$ cat src/rtl/cond_unit.sv
// rtl/cond_unit.sv - condition-code evaluation and flag register for instruction gating
//
// Purpose:
//   Resolves the condition code of each accepted instruction against the
//   flag register {N,Z,C,V}. It gates the instruction's register write,
//   memory write and branch requests with the result, and it updates the
//   flag register only when the instruction passes. Results appear one
//   cycle after accept.
//
// Optional feature:
//   COND_UNIT_SQUASH_CNT_EN - adds squash_cnt_o, a saturating 16-bit count
//   of accepted instructions that failed their condition.
//
// Ports:
//   clk          in   clock, all state updates on its rising edge
//   rst_n        in   synchronous reset, active-low
//   valid_i      in   an instruction is presented this cycle
//   cond_i[3:0]  in   condition code of the presented instruction
//   flags_i[3:0] in   ALU flags {N,Z,C,V} produced by the instruction
//   flag_we_i    in   [1] update N,Z   [0] update C,V
//   reg_we_i     in   unconditioned register write request
//   mem_we_i     in   unconditioned memory write request
//   pc_src_i     in   unconditioned branch request
//   stall_i      in   hold all state
//   flush_i      in   discard the presented instruction (overrides stall)
//   valid_o      out  registered outputs hold a resolved instruction
//   reg_we_o     out  condition-gated register write
//   mem_we_o     out  condition-gated memory write
//   pc_src_o     out  condition-gated branch
//   cond_ex_o    out  resolved instruction passed its condition
//   flags_o[3:0] out  current flag register {N,Z,C,V}
//   squash_cnt_o out  (COND_UNIT_SQUASH_CNT_EN only) failed-condition count

module cond_unit #(
    parameter logic [3:0] RESET_FLAGS = 4'b0000
) (
    input  logic        clk,
    input  logic        rst_n,
    input  logic        valid_i,
    input  logic [3:0]  cond_i,
    input  logic [3:0]  flags_i,
    input  logic [1:0]  flag_we_i,
    input  logic        reg_we_i,
    input  logic        mem_we_i,
    input  logic        pc_src_i,
    input  logic        stall_i,
    input  logic        flush_i,
    output logic        valid_o,
    output logic        reg_we_o,
    output logic        mem_we_o,
    output logic        pc_src_o,
    output logic        cond_ex_o,
    output logic [3:0]  flags_o
`ifdef COND_UNIT_SQUASH_CNT_EN
    ,
    output logic [15:0] squash_cnt_o
`endif
);

    localparam logic [3:0] CC_EQ = 4'h0;
    localparam logic [3:0] CC_NE = 4'h1;
    localparam logic [3:0] CC_CS = 4'h2;
    localparam logic [3:0] CC_CC = 4'h3;
    localparam logic [3:0] CC_MI = 4'h4;
    localparam logic [3:0] CC_PL = 4'h5;
    localparam logic [3:0] CC_VS = 4'h6;
    localparam logic [3:0] CC_VC = 4'h7;
    localparam logic [3:0] CC_HI = 4'h8;
    localparam logic [3:0] CC_LS = 4'h9;
    localparam logic [3:0] CC_GE = 4'hA;
    localparam logic [3:0] CC_LT = 4'hB;
    localparam logic [3:0] CC_GT = 4'hC;
    localparam logic [3:0] CC_LE = 4'hD;

    logic [3:0] flag_q;
    logic [3:0] flag_d;
    logic       f_n, f_z, f_c, f_v;
    logic       cex;
    logic       accept;

    logic       valid_q;
    logic       cex_q;
    logic       reg_we_q;
    logic       mem_we_q;
    logic       pc_src_q;

    assign f_n = flag_q[3];
    assign f_z = flag_q[2];
    assign f_c = flag_q[1];
    assign f_v = flag_q[0];

    // Reset is handled in the sequential block, so accept only needs the
    // pipeline controls here.
    assign accept = valid_i & ~stall_i & ~flush_i;

    // Condition is judged against the flags before this edge; the flags an
    // instruction writes only affect its successors.
    always_comb begin
        cex = 1'b0;
        case (cond_i)
            CC_EQ:   cex = f_z;
            CC_NE:   cex = ~f_z;
            CC_CS:   cex = f_c;
            CC_CC:   cex = ~f_c;
            CC_MI:   cex = f_n;
            CC_PL:   cex = ~f_n;
            CC_VS:   cex = f_v;
            CC_VC:   cex = ~f_v;
            CC_HI:   cex = f_c & ~f_z;
            CC_LS:   cex = ~f_c | f_z;
            CC_GE:   cex = (f_n == f_v);
            CC_LT:   cex = (f_n != f_v);
            CC_GT:   cex = ~f_z & (f_n == f_v);
            CC_LE:   cex = f_z | (f_n != f_v);
            default: cex = 1'b1;    // AL and the unassigned 1111 both execute
        endcase
    end

    // N,Z and C,V are written as independent pairs so that instructions that
    // only produce logical results leave carry/overflow untouched.
    always_comb begin
        flag_d = flag_q;
        if (accept && cex) begin
            if (flag_we_i[1]) begin
                flag_d[3:2] = flags_i[3:2];
            end
            if (flag_we_i[0]) begin
                flag_d[1:0] = flags_i[1:0];
            end
        end
    end

    always_ff @(posedge clk) begin
        if (!rst_n) begin
            valid_q  <= 1'b0;
            cex_q    <= 1'b0;
            reg_we_q <= 1'b0;
            mem_we_q <= 1'b0;
            pc_src_q <= 1'b0;
            flag_q   <= RESET_FLAGS;
        end else if (flush_i) begin
            valid_q  <= 1'b0;
            cex_q    <= 1'b0;
            reg_we_q <= 1'b0;
            mem_we_q <= 1'b0;
            pc_src_q <= 1'b0;
        end else if (!stall_i) begin
            // With valid_i low every gated output collapses to 0, which is
            // the bubble behaviour; flag_d already holds in that case.
            valid_q  <= valid_i;
            cex_q    <= valid_i & cex;
            reg_we_q <= valid_i & reg_we_i & cex;
            mem_we_q <= valid_i & mem_we_i & cex;
            pc_src_q <= valid_i & pc_src_i & cex;
            flag_q   <= flag_d;
        end
    end

    assign valid_o   = valid_q;
    assign cond_ex_o = cex_q;
    assign reg_we_o  = reg_we_q;
    assign mem_we_o  = mem_we_q;
    assign pc_src_o  = pc_src_q;
    assign flags_o   = flag_q;

`ifdef COND_UNIT_SQUASH_CNT_EN
    logic [15:0] squash_cnt_q;

    always_ff @(posedge clk) begin
        if (!rst_n) begin
            squash_cnt_q <= 16'h0000;
        end else if (accept && !cex && (squash_cnt_q != 16'hFFFF)) begin
            squash_cnt_q <= squash_cnt_q + 16'h0001;
        end
    end

    assign squash_cnt_o = squash_cnt_q;
`endif

endmodule

$ cat config.mk
export PLATFORM = sky130hd
export DESIGN_NAME = cond_unit
export DESIGN_NICKNAME = d
export VERILOG_FILES = /design/src/rtl/cond_unit.sv
export SDC_FILE = /design/constraint.sdc
export NUM_CORES = 1
export LEC_CHECK = 0
export CAP_MARGIN = 30
export CORE_ASPECT_RATIO = 0.9
export CORE_UTILIZATION = 35
export CTS_CLUSTER_SIZE = 30
export DETAILED_ROUTE_END_ITERATION = 12
export PLACE_DENSITY = 0.71
export SYNTH_ARGS = -nofsm -noshare
export SYNTH_HDL_FRONTEND = slang
export SYNTH_SLANG_ARGS = --single-unit
$ cat constraint.sdc
create_clock -name clk -period 2.4 [get_ports clk]
set_input_delay 0.24 -clock clk [delete_from_list [all_inputs] [get_ports clk]]
set_output_delay 0.24 -clock clk [all_outputs]
set_load 0.02 [all_outputs]
==> impl_metrics.py, run 1 <==
metrics = {
    "floorplanning": {
        "fp.dieH_um": 39.5,
        "dieArea_um2": 1730,
        "ios": 27,
        "die_w_um": 43.7,
        "core_um2": 1450,
        "start_util_pct": 37.9,
        "row_count": 13,
    },
    "sta": {
        "relSlewSlack_pct": 75.1,
        "setup-violations-final": 0,
        "rsz0062_at_grt": "false",
        "finalSetupTns_ps": 0,
        "fin_skew_ps": 1.74,
        "hold_violations": 0,
        "worst_slew_pin_slew_ps": 373,
        "period_needed_ps": 2110,
        "slew_viol_final": 0,
        "period_share_pct": 87.8,
        "max_freq_mhz": 474,
    },
    "drt": {
        "via_count": 596,
        "drt_pre_antenna_iters": 9,
        "postRouteAntennaNets": 0,
        "routed_wl_um": 1310,
        "viasPerCell": 5.62,
        "route.detailed.drc": 1,
        "drt-initial-drc-count": 14,
        "wire_per_inst_um": 12.3,
    },
    "clock_network": {
        "cts_buffers": 3,
        "hold_buffers": 0,
        "cts_buffer_depth": 2,
        "ctsResizeCount": 0,
        "path_clk_slew_ps": 60,
        "cts_tree": "done",
        "ctsHtreeMaxLevel": 1,
        "ctsRootBufferMaster": "clkbuf_4",
        "cts.sinks": 9,
        "clock_latency_ps": 250,
        "post_cts_buffers": 0,
    },
    "global_route": {
        "grt_max_degree": 9,
        "grt_use_met3_pct": 3.23,
        "grt_antenna_before_repair": 0,
        "grt_pass1_wl_um": 2100,
        "grt_pass1_vias": 506,
        "use_met1_pct": 23.0,
        "grt_busiest_layer": "met2",
        "overflow": 0,
        "use_met2_pct": 24.6,
        "track_usage_pct": 16.4,
    },
    "critical_path": {
        "worst-setup-path-type": "input port to flip-flop",
        "start_kind": "input port",
        "required_ps": 2540,
        "cp.arrival_ps": 2250,
        "crit_path_max_fanout": 8,
        "critPathCaptureType": "flip-flop",
    },
    "finish": {
        "syn2layout_area_growth_pct": 55.0,
        "mostFrequentLayoutCell": "clkdlybuf4s50_1",
        "final_cell_mix": "clkdlybuf4s50_1, dfxtp_1, nand2b_1",
        "drive_gt1_share_pct": 6.59,
        "fill_cells": 133,
        "final_nets": 110,
        "diodes": 0,
    },
    "synth": {
        "synth.distinct_cells": 25,
        "synth-warning-count": 0,
        "synth_area_um2": 548,
        "synth_cells": 61,
        "syn_avg_cell_area_um2": 8.98,
        "synthesis.nets": 79,
        "ys_seq_area_share_pct": 32.9,
        "ys_seq_elements": 9,
    },
    "power": {
        "total_leakage_power_nw": 0.284,
        "power.total_uw": 343,
        "ir_worst_vdd_uv": 280,
        "power_density_nw_per_um2": 403,
    },
    "placement": {
        "gp_congestion": 0.822,
        "io_buffer_count": 26,
        "dpl.hpwl_um": 1030,
    },
    "flow_run": {
        "drv_cap": 0,
    },
    "hold_path": {
        "hp-class": "flip-flop to flip-flop",
    },
    "run_status": {
        "violations": "design-rule violations",
        "outcome": "finished, violations left",
    },
}
[final cells by class]
type	count	area, um^2	area share (%)
multi-input combinational	51	357	42.0
timing repair buffer	27	268	31.5
sequential	9	180	21.2
clock buffer	4	26.3	3.09
tap	15	18.8	2.21
[per-stage QoR]
step	utilization [%]	hold slack, ps	worst slack, ps	std cells	area (um^2)
floorplan	-	366	513	61	548
global placement	56.9	458	105	102	823
detailed placement	56.9	464	65.0	102	823
CTS	58.7	470	319	106	850
global route	58.7	488	211	106	850
finish	58.7	464	292	106	850
[where the power goes]
| part | internal (mW) | switching, mW |
|---|---|---|
| sequential | 0.152 | 0.00203 |
| combinational | 0.0434 | 0.0325 |
| clock | 0.0638 | 0.0488 |
| total | 0.259 | 0.0833 |
[registers in the layout, summed over array words and instances, names as in the netlist]
register   cells
reg_we_o       1
cond_ex_o      1
valid_o        1
flags_o        4
pc_src_o       1
mem_we_o       1
[per-layer routing]
metal / up-vias / share of wire (%) / wire (um)
met2: 28 / 46 / 605
li1: 294 / - / -
met5: - / 0 / 0
met3: 2 / 5.1 / 66
met1: 272 / 48 / 628
met4: 0 / 0.38 / 5
[path summary, 6_finish.rpt]
path / slack (ps) / start / cells after the start / endpoint
min: 460 / valid_o / 2 / valid_o
min reg2reg: 460 / valid_o / 2 / valid_o
max: 290 / cond_i[2] / 7 / reg_we_o
max reg2reg: 410 / flags_o[0] / 6 / reg_we_o
[critical path, stage by stage]
cell	delay (ps)
clkdlybuf4s50_1	620
mux2i_1	140
nor3b_1	150
o311a_1	400
a211oi_4	380
nor2_2	100
a32o_1	210
[cell usage after synthesis]
library cell  count  area share (%)
nor2b_1           4             4.6
xnor2_1           2             3.2
a211oi_1          1             1.4
buf_6             1             2.1
nand3_1           2             1.8
mux2i_1           2             3.7
nand4b_1          2             3.2
nor3b_1           2             2.7
a21oi_1           3             2.7
or3_1             2             2.3
dfxtp_1           9              33
nand2_1           5             3.4
and2_1            1             1.1
o32a_1            1             1.8
o21ai_0           3             2.7
o32ai_1           2             3.2
and3b_1           1             1.6
nor4_1            1             1.1
o211ai_1          3             4.1
nand2b_1          6             6.9
nor2_1            2             1.4
a211oi_4          1             3.7
o311a_1           1             1.8
nor2_2            1             1.1
a32o_1            3             5.5
[kinds of logic (layout without fill, tap and decap cells)]
family / after synthesis / in the layout / synth area share, %
simple gates: 29 / 29 / 31.3
compound gates: 18 / 18 / 26.9
flops: 9 / 9 / 32.9
xor+xnor: 2 / 2 / 3.20
mux: 2 / 2 / 3.65
buf+inv: 1 / 31 / 2.05
No activity file was read; power rests on OpenSTA's default activity.
==> inputs of run 2 (changes only) <==
ABC_AREA = 1   (was unset)
CAP_MARGIN = 20   (was 30)
GPL_ROUTABILITY_DRIVEN = 1   (was unset)
PLACE_DENSITY = 0.68   (was 0.71)
==> impl_metrics.py, run 2 <==
metrics = {
    "clock_network": {
        "hold_buffers": 0,
        "path_clk_slew_ps": 60,
        "post_cts_buffers": 0,
        "cts_tree": "done",
        "ctsRootBufferMaster": "clkbuf_4",
        "cts_buffers": 3,
        "cts_buffer_depth": 2,
        "clock_latency_ps": 260,
        "ctsResizeCount": 0,
        "ctsHtreeMaxLevel": 1,
        "cts.sinks": 9,
    },
    "sta": {
        "period_needed_ps": 1560,
        "max_freq_mhz": 641,
        "period_share_pct": 65.0,
        "setup-violations-final": 0,
        "whs_ps": 471,
        "finalSetupTns_ps": 0,
        "relSlewSlack_pct": 79.3,
        "rsz0062_at_grt": "false",
        "fin_skew_ps": 0.889,
        "hold_violations": 0,
        "layout_setup_ws_ps": 840,
        "slew_viol_final": 0,
        "worst_slew_pin_slew_ps": 309,
    },
    "synth": {
        "synthTopCellsByCount": "nand2_1, inv_1, nor2_1",
        "syn_avg_cell_area_um2": 5.92,
        "synth_cells": 109,
        "synth_largest_area_cell": "dfxtp_1",
        "ys_seq_elements": 9,
        "synth_area_um2": 646,
        "ys_seq_area_share_pct": 27.9,
        "synth_edf_count": 0,
        "synth_top_cell_area_share_pct": 27.9,
        "synthesis.nets": 127,
        "synth.distinct_cells": 15,
        "synthTopCellsByArea": "dfxtp_1, nand2_1, inv_1",
        "post-synth-top-count-cell": "nand2_1",
        "synth-warning-count": 0,
        "ys.flop_type": "dfxtp_1",
        "async_flop_share_pct": 0,
    },
    "finish": {
        "syn2layout_area_growth_pct": 47.9,
        "multi_input_area_um2": 375,
        "fill_cells": 182,
        "diodes": 0,
        "mostFrequentLayoutCell": "nand2_1",
        "final_cell_mix": "nand2_1, clkdlybuf4s50_1, inv_1",
        "register_area_um2": 180,
        "stdcell_area_um2": 955,
        "largest_reg_flops": 4,
        "fin_cells": 162,
        "drive_gt1_share_pct": 11.6,
        "final_nets": 157,
    },
    "drt": {
        "viasPerCell": 4.60,
        "route.detailed.drc": 0,
        "drt-initial-drc-count": 9,
        "via_count": 745,
        "drt_pre_antenna_iters": 4,
        "wire_per_inst_um": 9.58,
        "postRouteAntennaNets": 0,
        "routed_wl_um": 1550,
    },
    "floorplanning": {
        "fp.dieH_um": 42.7,
        "dieArea_um2": 2020,
        "row_count": 14,
        "core_um2": 1700,
        "ios": 27,
        "start_util_pct": 38.0,
        "die_w_um": 47.3,
    },
    "power": {
        "power_density_nw_per_um2": 384,
        "total_leakage_power_nw": 0.425,
        "ir_worst_vdd_uv": 301,
    },
    "placement": {
        "dpl.hpwl_um": 1240,
        "io_buffer_count": 26,
        "post-place-ws_ps": 587,
        "dp.cells": 158,
        "gp_congestion": 0.822,
        "place_area_um2": 928,
    },
    "flow_run": {
        "drv_cap": 0,
    },
    "global_route": {
        "track_usage_pct": 18.1,
        "overflow": 0,
        "grt_antenna_before_repair": 0,
        "grt_pass1_wl_um": 2620,
        "grt_max_degree": 11,
        "grt_pass1_vias": 674,
    },
    "critical_path": {
        "cp.arrival_ps": 1720,
        "start_kind": "input port",
        "worst-setup-path-type": "input port to flip-flop",
        "required_ps": 2560,
        "crit_path_max_fanout": 10,
        "critPathCaptureType": "flip-flop",
    },
    "run_status": {
        "outcome": "finished clean",
    },
    "hold_path": {
        "hp-class": "flip-flop to flip-flop",
    },
}
[run 2: changes by cell type in the layout (fill, tap and decap cells not counted), moves of 4 or more]
cell,delta
nand2_1,+27
inv_1,+20
nor2_1,+10
a21oi_1,+6
nand2b_1,-6
nand3_1,+6
nand3_2,+4
nand4_1,+4
nor2b_1,-4
[run 2: layout make-up]
cell class              instances  area share [%]
multi-input cells              77            39.3
clock buffers                   4            2.75
inverters                      22            8.65
flip-flops and latches          9            18.9
well taps                      24            3.15
repair buffers                 26            27.3
[run 2: critical path: stages]
cell and delay (ps):
clkdlybuf4s50_1 630, inv_2 80, nand2_1 80, nand3_1 90
nand3_2 90, nand2_2 60, nor2_2 120, nand2_4 110
nand3_2 90, nand2_1 60, inv_1 50, nor2_1 30
[run 2: final timing paths]
kind | cells past startpoint | end | slack, ps | from
setup / recovery | 12 | flags_o[3] | 840 | cond_i[1]
hold / removal | 2 | valid_o | 470 | valid_o
setup reg to reg | 11 | flags_o[3] | 1020 | flags_o[3]
hold reg to reg | 2 | valid_o | 470 | valid_o
[run 2: through the flow]
| stage | utilization (%) | power (mW) |
|---|---|---|
| 2_1_floorplan | - | 0.206 |
| 3_3_place_gp | 54.6 | 0.250 |
| 3_5_place_dp | 54.6 | 0.251 |
| 4_1_cts | 56.2 | 0.372 |
| 5_1_grt | 56.2 | 0.395 |
| 6_report | 56.2 | 0.366 |
[run 2: logic make-up (layout without fill, tap and decap cells)]
logic type,count (synthesis),after routing,synth area share [%]
flip-flops,9,9,27.9
AND/OR/NAND/NOR,68,68,51.2
buffers and inverters,23,52,14.0
AO/OA/AOI/OAI,9,9,6.98
[run 2: power breakdown]
part           internal [mW]  switching (mW)
combinational         0.0453          0.0490
sequential             0.152         0.00174
clock                 0.0642          0.0540
total                  0.261           0.105
[run 2: layer usage]
layer | wire [um] | global-route usage [%] | vias to the layer above
met2 | 747 | 27.7 | 29
li1 | - | - | 391
met1 | 688 | 21.6 | 321
met3 | 90 | 4.68 | 4
met5 | 0 | 0 | -
met4 | 26 | 11.4 | 0
==> inputs of run 3 (changes only) <==
PLACE_DENSITY = 0.7   (was 0.68)
clock period = 1.4 ns   (was 2.4 ns; I/O delays follow)
==> impl_metrics.py, run 3 (synthesis results as in run 2) <==
metrics = {
    "drt": {
        "wire_per_inst_um": 10.1,
        "viasPerCell": 4.61,
        "postRouteAntennaNets": 0,
        "drt-initial-drc-count": 15,
        "routed_wl_um": 1680,
        "via_count": 766,
        "route.detailed.drc": 0,
        "drt_pre_antenna_iters": 4,
    },
    "sta": {
        "period_needed_ps": 1350,
        "slew_viol_final": 0,
        "worst_slew_pin_slew_ps": 278,
        "setup-violations-final": 0,
        "relSlewSlack_pct": 81.5,
        "rsz0062_at_grt": "false",
        "period_share_pct": 96.6,
        "hold_violations": 0,
        "fin_skew_ps": 3.79,
        "layout_setup_ws_ps": 47.6,
        "max_freq_mhz": 739,
    },
    "finish": {
        "diodes": 0,
        "mostFrequentLayoutCell": "nand2_1",
        "fill_cells": 186,
        "stdcell_area_um2": 1020,
        "syn2layout_area_growth_pct": 57.9,
        "final_cell_mix": "nand2_1, clkdlybuf4s50_1, inv_1",
        "drive_gt1_share_pct": 20.4,
        "largest_reg_flops": 4,
        "final_core_util_pct": 60.0,
        "final_nets": 161,
    },
    "global_route": {
        "grt_max_degree": 11,
        "grt_pass1_vias": 706,
        "grt_antenna_before_repair": 0,
        "overflow": 0,
        "track_usage_pct": 18.2,
        "grt_pass1_wl_um": 2640,
    },
    "clock_network": {
        "path_clk_slew_ps": 60,
        "post_cts_buffers": 0,
        "cts_buffer_depth": 2,
        "cts.sinks": 9,
        "ctsHtreeMaxLevel": 1,
        "cts_tree": "done",
        "clock_latency_ps": 250,
        "hold_buffers": 0,
        "cts_buffers": 3,
        "ctsRootBufferMaster": "clkbuf_4",
    },
    "placement": {
        "gp_congestion": 0.880,
        "io_buffer_count": 26,
        "dpl.hpwl_um": 1370,
        "place_area_um2": 951,
        "post-place-ws_ps": -316,
    },
    "critical_path": {
        "cp_cell_sequence": "clkdlybuf4s50_1",
        "crit_buf_inv": 1,
        "crit_path_max_fanout": 4,
        "required_ps": 1260,
        "critPathCaptureType": "output port",
        "slowest_delay_ps": 600,
        "start_kind": "flip-flop",
        "worst-setup-path-type": "flip-flop to output port",
        "crit_path_top_delay_cell": "clkdlybuf4s50_1",
        "crit_family": "buffers and inverters",
        "cp.arrival_ps": 1210,
    },
    "floorplanning": {
        "core_um2": 1700,
        "fp.dieH_um": 42.7,
        "dieArea_um2": 2020,
        "row_count": 14,
        "die_w_um": 47.3,
        "ios": 27,
        "start_util_pct": 38.0,
    },
    "flow_run": {
        "drv_cap": 0,
    },
    "hold_path": {
        "hp-class": "flip-flop to flip-flop",
    },
    "power": {
        "power_density_nw_per_um2": 629,
        "ir_worst_vdd_uv": 324,
        "total_leakage_power_nw": 0.500,
        "power.total_uw": 642,
    },
    "run_status": {
        "outcome": "finished clean",
    },
}
run 3: cell types whose count changed in the layout (fill, tap and decap cells not counted), sizes merged:
cell	previous run	this run
dlymetal6s2s	0	4
dlygate4sd2	0	2
nand2	35	36
clkdlybuf4s50	26	20
buf	0	3
run 3: power by group:
group | internal, mW | total, mW | switching (mW)
registers | 0.261 | 0.264 | 0.00330
logic | 0.0855 | 0.179 | 0.0937
clock network | 0.110 | 0.198 | 0.0885
run 3: stage by stage:
step / hold slack (ps) / TNS, ps / cells
2_1_floorplan: 261 / 0 / 109
3_3_place_gp: 448 / -1740 / 161
3_5_place_dp: 454 / -2260 / 161
4_1_cts: 462 / 0 / 165
5_1_grt: 486 / 0 / 166
6_report: 461 / 0 / 166
run 3: per-layer routing:
| layer | global-route usage, % | share of wire (%) | vias to the layer above |
|---|---|---|---|
| li1 | - | - | 403 |
| met1 | 19.0 | 42 | 330 |
| met2 | 32.1 | 51 | 27 |
| met3 | 4.68 | 5.3 | 6 |
| met4 | 8.57 | 2.1 | 0 |
| met5 | 0 | 0 | - |
run 3: repair_timing:
action                                  in CTS  in global routing
cloned                                       0                  1
pin swaps                                    0                  1
gates resized for setup                      2                 15
endpoints found under the setup margin       6                 10
run 3: final timing paths:
check | end | cells after the start | slack [ps] | startpoint
max | flags_o[0] | 1 | 50 | flags_o[0]
max reg2reg | flags_o[2] | 11 | 110 | flags_o[0]
min | pc_src_o | 2 | 460 | pc_src_o
min reg2reg | pc_src_o | 2 | 460 | pc_src_o
run 3: cell type report:
type	instances	area, um^2	area share, %
clock buffers	4	26.3	2.58
inverters	22	82.6	8.10
multi-input cells	78	407	39.9
flip-flops and latches	9	184	18.0
well taps	24	30.0	2.94
repair buffers	29	290	28.5
run 3: worst min-delay path, delay by kind of cell (launching register included):
| family | cells | cell delay [ps] |
|---|---|---|
| DFF | 1 | 310 |
| and+or+nand+nor | 1 | 50 |
| AOI/OAI and AO/OA | 1 | 50 |
